File: src/rtl/sram_fifo_pkg.sv
// Shared helpers for the SRAM-backed FIFO: read-issue admission rule for the
// two-entry output buffer.
package sram_fifo_pkg;

  // A new array read may issue only if the buffer, counting the read already
  // in flight and this cycle's pop, still has a free slot when the data lands.
  function automatic logic issue_room(input logic [1:0] ob_count,
                                      input logic       inflight,
                                      input logic       deq_fire);
    return ({1'b0, ob_count} + {2'b00, inflight}) < (3'd2 + {2'b00, deq_fire});
  endfunction

endpackage

File: src/rtl/sram_fifo_sram.sv
// Simple dual-port storage array: one write port, one registered read port.
// A same-address read and write in one cycle returns the old contents.
module sram_1w1r #(
  parameter int WIDTH = 32,
  parameter int DEPTH = 8,
  parameter int AW    = $clog2(DEPTH)
) (
  input  logic             clk,
  input  logic             we,
  input  logic [AW-1:0]    waddr,
  input  logic [WIDTH-1:0] wdata,
  input  logic             re,
  input  logic [AW-1:0]    raddr,
  output logic [WIDTH-1:0] rdata
);

  logic [WIDTH-1:0] mem [DEPTH];

  always_ff @(posedge clk) begin
    if (we) mem[waddr] <= wdata;
    if (re) rdata <= mem[raddr];
  end

endmodule

File: src/rtl/sram_fifo.sv
// FIFO built on a 1-cycle-latency SRAM with a two-entry output buffer so the
// consumer sees registered data and full throughput despite the read latency.
module sram_fifo
  import sram_fifo_pkg::*;
#(
  parameter int WIDTH = 32,
  parameter int DEPTH = 8
) (
  input  logic                      i_clk,
  input  logic                      i_rst,
  input  logic                      i_flush,
  input  logic                      i_enq_valid,
  input  logic [WIDTH-1:0]          i_enq_data,
  output logic                      o_enq_ready,
  output logic                      o_deq_valid,
  output logic [WIDTH-1:0]          o_deq_data,
  input  logic                      i_deq_ready,
  output logic [$clog2(DEPTH+2):0]  o_count
);

  localparam int PTR_W  = $clog2(DEPTH);
  localparam int ACNT_W = PTR_W + 1;
  localparam int CNT_W  = $clog2(DEPTH + 2) + 1;

  // Handshake: a transfer happens on a rising edge where valid and ready are
  // both high; valid never waits on ready, and held data stays stable.
  logic [PTR_W-1:0]  wr_ptr, rd_ptr;
  logic [ACNT_W-1:0] arr_count;
  logic              inflight;
  logic [1:0]        ob_count, ob_count_n, cnt_after;
  logic [WIDTH-1:0]  ob_head, ob_tail, head_n, tail_n;
  logic [WIDTH-1:0]  rd_data;
  logic              enq_fire, deq_fire, rd_issue;

  assign o_enq_ready = (arr_count < ACNT_W'(DEPTH)) & ~i_flush & ~i_rst;
  assign o_deq_valid = (ob_count != 2'd0);
  assign o_deq_data  = ob_head;
  assign enq_fire    = i_enq_valid & o_enq_ready;
  assign deq_fire    = o_deq_valid & i_deq_ready;
  assign rd_issue    = (arr_count != '0) & issue_room(ob_count, inflight, deq_fire)
                       & ~i_flush & ~i_rst;
  assign o_count     = CNT_W'(arr_count) + CNT_W'(inflight) + CNT_W'(ob_count);

  sram_1w1r #(.WIDTH(WIDTH), .DEPTH(DEPTH)) u_sram (
    .clk   (i_clk),
    .we    (enq_fire),
    .waddr (wr_ptr),
    .wdata (i_enq_data),
    .re    (rd_issue),
    .raddr (rd_ptr),
    .rdata (rd_data)
  );

  // Pop first, then land the returning read in the first free slot.
  always_comb begin
    head_n    = ob_head;
    tail_n    = ob_tail;
    cnt_after = ob_count - {1'b0, deq_fire};
    if (deq_fire) head_n = ob_tail;
    if (inflight) begin
      if (cnt_after == 2'd0) head_n = rd_data;
      else                   tail_n = rd_data;
    end
    ob_count_n = cnt_after + {1'b0, inflight};
  end

  always_ff @(posedge i_clk) begin
    if (i_rst) begin
      wr_ptr    <= '0;
      rd_ptr    <= '0;
      arr_count <= '0;
      inflight  <= 1'b0;
      ob_count  <= 2'd0;
      ob_head   <= '0;
      ob_tail   <= '0;
    end else if (i_flush) begin
      wr_ptr    <= '0;
      rd_ptr    <= '0;
      arr_count <= '0;
      inflight  <= 1'b0;
      ob_count  <= 2'd0;
    end else begin
      if (enq_fire) wr_ptr <= wr_ptr + PTR_W'(1);
      if (rd_issue) rd_ptr <= rd_ptr + PTR_W'(1);
      arr_count <= arr_count + ACNT_W'(enq_fire) - ACNT_W'(rd_issue);
      inflight  <= rd_issue;
      ob_count  <= ob_count_n;
      ob_head   <= head_n;
      ob_tail   <= tail_n;
    end
  end

endmodule
File: config.mk
export PLATFORM = sky130hd
export DESIGN_NAME = sram_fifo
export DESIGN_NICKNAME = d
export VERILOG_FILES = /design/src/rtl/sram_fifo_pkg.sv /design/src/rtl/sram_fifo_sram.sv /design/src/rtl/sram_fifo.sv
export SDC_FILE = /design/constraint.sdc
export NUM_CORES = 1
export LEC_CHECK = 0
export CAP_MARGIN = 0
export CORE_ASPECT_RATIO = 1.25
export CORE_MARGIN = 1.5
export CORE_UTILIZATION = 35
export DETAILED_ROUTE_END_ITERATION = 10
export PLACE_DENSITY_LB_ADDON = 0.2
export SYNTH_ARGS = -nofsm -noshare
export SYNTH_HDL_FRONTEND = slang
export SYNTH_HIERARCHICAL = 1
export SYNTH_SLANG_ARGS = --single-unit
File: constraint.sdc
create_clock -name i_clk -period 5.34 [get_ports i_clk]
set_input_delay 1.068 -clock i_clk [delete_from_list [all_inputs] [get_ports i_clk]]
set_output_delay 1.068 -clock i_clk [all_outputs]
set_load 0.02 [all_outputs]
==> out/summary.txt <==
final setup margin: 1.59 ns
antenna violations before repair: 2
Initial DRT Pass Iterations: 4
WP buf/inv: 2
worst slew pin tran: 0.910 ns
Post-DRT Antenna Nets: 0
most common cell type on the critical path: clkdlybuf4s50_1
fill count: 3601
Seq pwr share: 53.8%
H-tree depth: 2
Yosys cell types: 42
RSZ-0062 raised after global routing: false
core area: 40300 um^2
type of the worst setup path: input port to output port
Internal Power: 0.00461 W
pre-CTS setup slack: 1.12 ns
Die Y: 230 um
WP depth: 4
clock skew: 0.0118 ns
nets in the synthesized netlist: 829
Critical path origin: i_flush
post-synthesis sequential area ratio: 70.9%
CP max FO: 6
VDD IR max: 0.204 mV
Hold Vio Cnt, Final: 0
Layout Nets: 921
max-cap violation count: 0
Setup-failing EPs final: 0
global-route usage over all layers: 14.5%
Seq cells post-synth: 365
Ys Warns: 6
Slew Limit Fails: 0
area of the multi-input gates: 3840 um^2
CTS tree: yes
vias: 7111
Synth Area per Inst: 18.5 um^2
die extent in x: 184 um
WL per Instance: 20.6 um
global route total overflow: 0
reg2reg path depth: 9
Critical Path Start Type: input port
first-pass GRT wire length: 46100 um
Top Ports: 76
largest net degree at the start of global routing: 49
# clock sinks: 365
EDFF count, synth: 288
Gate power share: 3.3%
Core Rows: 82
Worst path max stage delay: 0.61 ns
Sw Share: 20.1%
Critical Path AT: 2.69 ns
cts hold-fix bufs: 0
Crit-path slowest cell: clkdlybuf4s50_1
vias in the first global route: 7410
ys async rst share: 0%
kind of end point of the critical path: output port
1st-iter DRT viols: 398
WP data required: 4.27 ns
Tcrit/Tclk final: 70.3%
Worst Hold Path Cells: 1
cell area after synthesis: 14400 um^2
Resize count post-CTS: 0
Achievable Freq: 0.266 GHz
run status: finished, final reports clean
cells after synthesis: 776
worst hold path class: flip-flop to flip-flop
Tmin final: 3.75 ns
clock root buffer: clkbuf_16
Detailed Place HPWL: 17700 um
Worst-path clk slew: 0.06 ns
Seq. cell area: 10200 um^2
share of cells above drive strength 1: 17.5%
die footprint: 42300 um^2
CTS buffer count: 38
port bufs: 75
via/cell ratio: 4.93
DRC violations left: 0
Total Neg Setup Slack: 0 ns
Reg-to-Reg End: o_deq_data[19]
CTS Buffer Depth: 3
sw power: 0.00116 W
RD Place Congestion: 0.722
Slew headroom: 39.3%
LEAKAGE: 5.29 nW
Clk Latency, worst-skew pair: 0.53 ns
P&R area growth vs syn: 17.8%
CP cell instances: clkdlybuf4s50_1, or2_1, nor2_1, clkdlybuf4s50_1
worst reg-to-reg setup slack: 1.82 ns
Critical Path Sink: o_enq_ready
worst r2r src: ob_count[1]
wirelength, routed: 29700 um
ANT cells: 0
prevailing post-synth register cell: edfxtp_1
kind of cell adding the most delay to the critical path: buffers and inverters
# Post-CTS Setup Buffers: 0
Starting Density: 35.7%
Power Density: 341 nW/um^2
clock power share: 42.9%
power by group through the flow:
stage | Combinational, W | Sequential (W) | Clock, W
3_3_place_gp | 0.000189 | 0.00317 | 0
6_report | 0.000188 | 0.00310 | 0.00248
4_1_cts | 0.000192 | 0.00311 | 0.00256
2_1_floorplan | 0.000103 | 0.00316 | 0
5_1_grt | 0.000205 | 0.00311 | 0.00266
3_5_place_dp | 0.000191 | 0.00317 | 0
layout by cell type (no fill, tap or decap), drive strengths merged:
cell type      synthesis  final
o21ai                  4      4
mux2i                 35     35
a2111oi               14     14
a21o                   1      1
a21boi                18     18
inv                   28     29
o2bb2ai               18     18
dfxtp                 77     77
nor2                  48     48
fa                     3      3
clkbuf                17     58
a31oi                 18     18
or2                    3      3
nand2b                 3      3
nand4bb                1      1
clkdlybuf4s50          0     74
nor3                  16     16
nand2                  8      8
xnor2                  4      4
a21oi                  1      1
buf                   29     24
clkinv                 1     10
and3                   1      1
o211a                  1      1
nand3                  1      1
nor4                  14     14
and2                   5      5
a311oi                 1      1
edfxtp               288    288
clkinvlp               0      1
a31o                   1      1
nand4                  1      1
nor2b                  3      3
mux4                  64     64
xor2                   4      4
mux2                  32     32
ha                    13     13
cell families after synthesis:
kind of cell / Yosys count / share of synthesized area, %
flip-flops: 365 / 70.9
multiplexers: 131 / 16.0
AND/OR/NAND/NOR: 104 / 3.48
AO/OA/AOI/OAI: 77 / 4.76
buffers and inverters: 75 / 2.85
adder cells (fa/ha/maj): 16 / 1.55
XOR/XNOR: 8 / 0.487
cells in the mapped netlist (5+ instances only):
library cell	number	share of area, %
mux2i_1	35	2.4
buf_6	14	1.1
inv_1	28	0.73
a21boi_0	18	0.94
mux2_2	32	2.5
and2_1	5	0.22
dfxtp_1	77	11
a31oi_1	18	0.78
buf_2	9	0.31
a2111oi_2	12	1.3
nor4_1	14	0.61
nor2_1	48	1.3
nor3_1	16	0.56
nand2_1	8	0.21
ha_1	13	1.1
clkbuf_1	17	0.44
mux4_2	24	3.8
mux4_1	40	7.3
edfxtp_1	288	60
o2bb2ai_1	18	1.1
final cells by class:
cell class / instances / area share, %
Clock buffer: 58 / 6.56
Tap cell: 546 / 4.03
Multi-Input combinational cell: 336 / 22.7
Sequential cell: 365 / 60.2
Clock inverter: 11 / 0.318
Inverter: 29 / 0.643
Timing Repair Buffer: 98 / 5.57
worst min-delay path by stage:
stage                    from        endpoint
3_3_place_gp   o_deq_data[17]  o_deq_data[17]
2_1_floorplan       rd_ptr[2]       rd_ptr[2]
5_1_grt        o_deq_data[23]  o_deq_data[23]
3_5_place_dp   o_deq_data[17]  o_deq_data[17]
4_1_cts        o_deq_data[17]  o_deq_data[17]
6_report       o_deq_data[12]  o_deq_data[12]
worst register-to-register path, stage by stage, from the launching register on:
cell       delay, ns
dfxtp_1         0.43
o21ai_2         0.72
clkinv_1        0.16
buf_4           0.24
ha_1            0.37
nand4_2         0.39
a31o_4          0.48
nor2b_1         0.22
buf_4           0.25
o2bb2ai_1       0.14
layer usage:
layer	global-route usage, %	part of all wire, %	vias up
li1	-	-	3298
met1	19.4	45	3655
met2	24.3	49	116
met3	2.59	4.5	38
met4	3.94	1.8	4
met5	0	0.078	-
sequential cells by signal, summed over array words and instances, names as in the netlist:
register      flops
arr_count         4
ob_tail          32
inflight          1
ob_count          2
wr_ptr            3
o_deq_data       32
rd_ptr            3
u_sram/mem      256
u_sram/rdata     32
through the flow:
step / cell area (um^2) / total power [W] / cells / util (%) / hold WS, ns
6_report: 16900 / 0.00577 / 1443 / 42.0 / 0.464
5_1_grt: 16900 / 0.00597 / 1443 / 42.0 / 0.492
4_1_cts: 16900 / 0.00586 / 1443 / 42.0 / 0.470
3_5_place_dp: 15800 / 0.00336 / 1374 / 39.1 / 0.453
3_3_place_gp: 15800 / 0.00335 / 1374 / 39.1 / 0.457
2_1_floorplan: 14400 / 0.00326 / 776 / - / 0.435
Power figures use the tool's default switching activity.
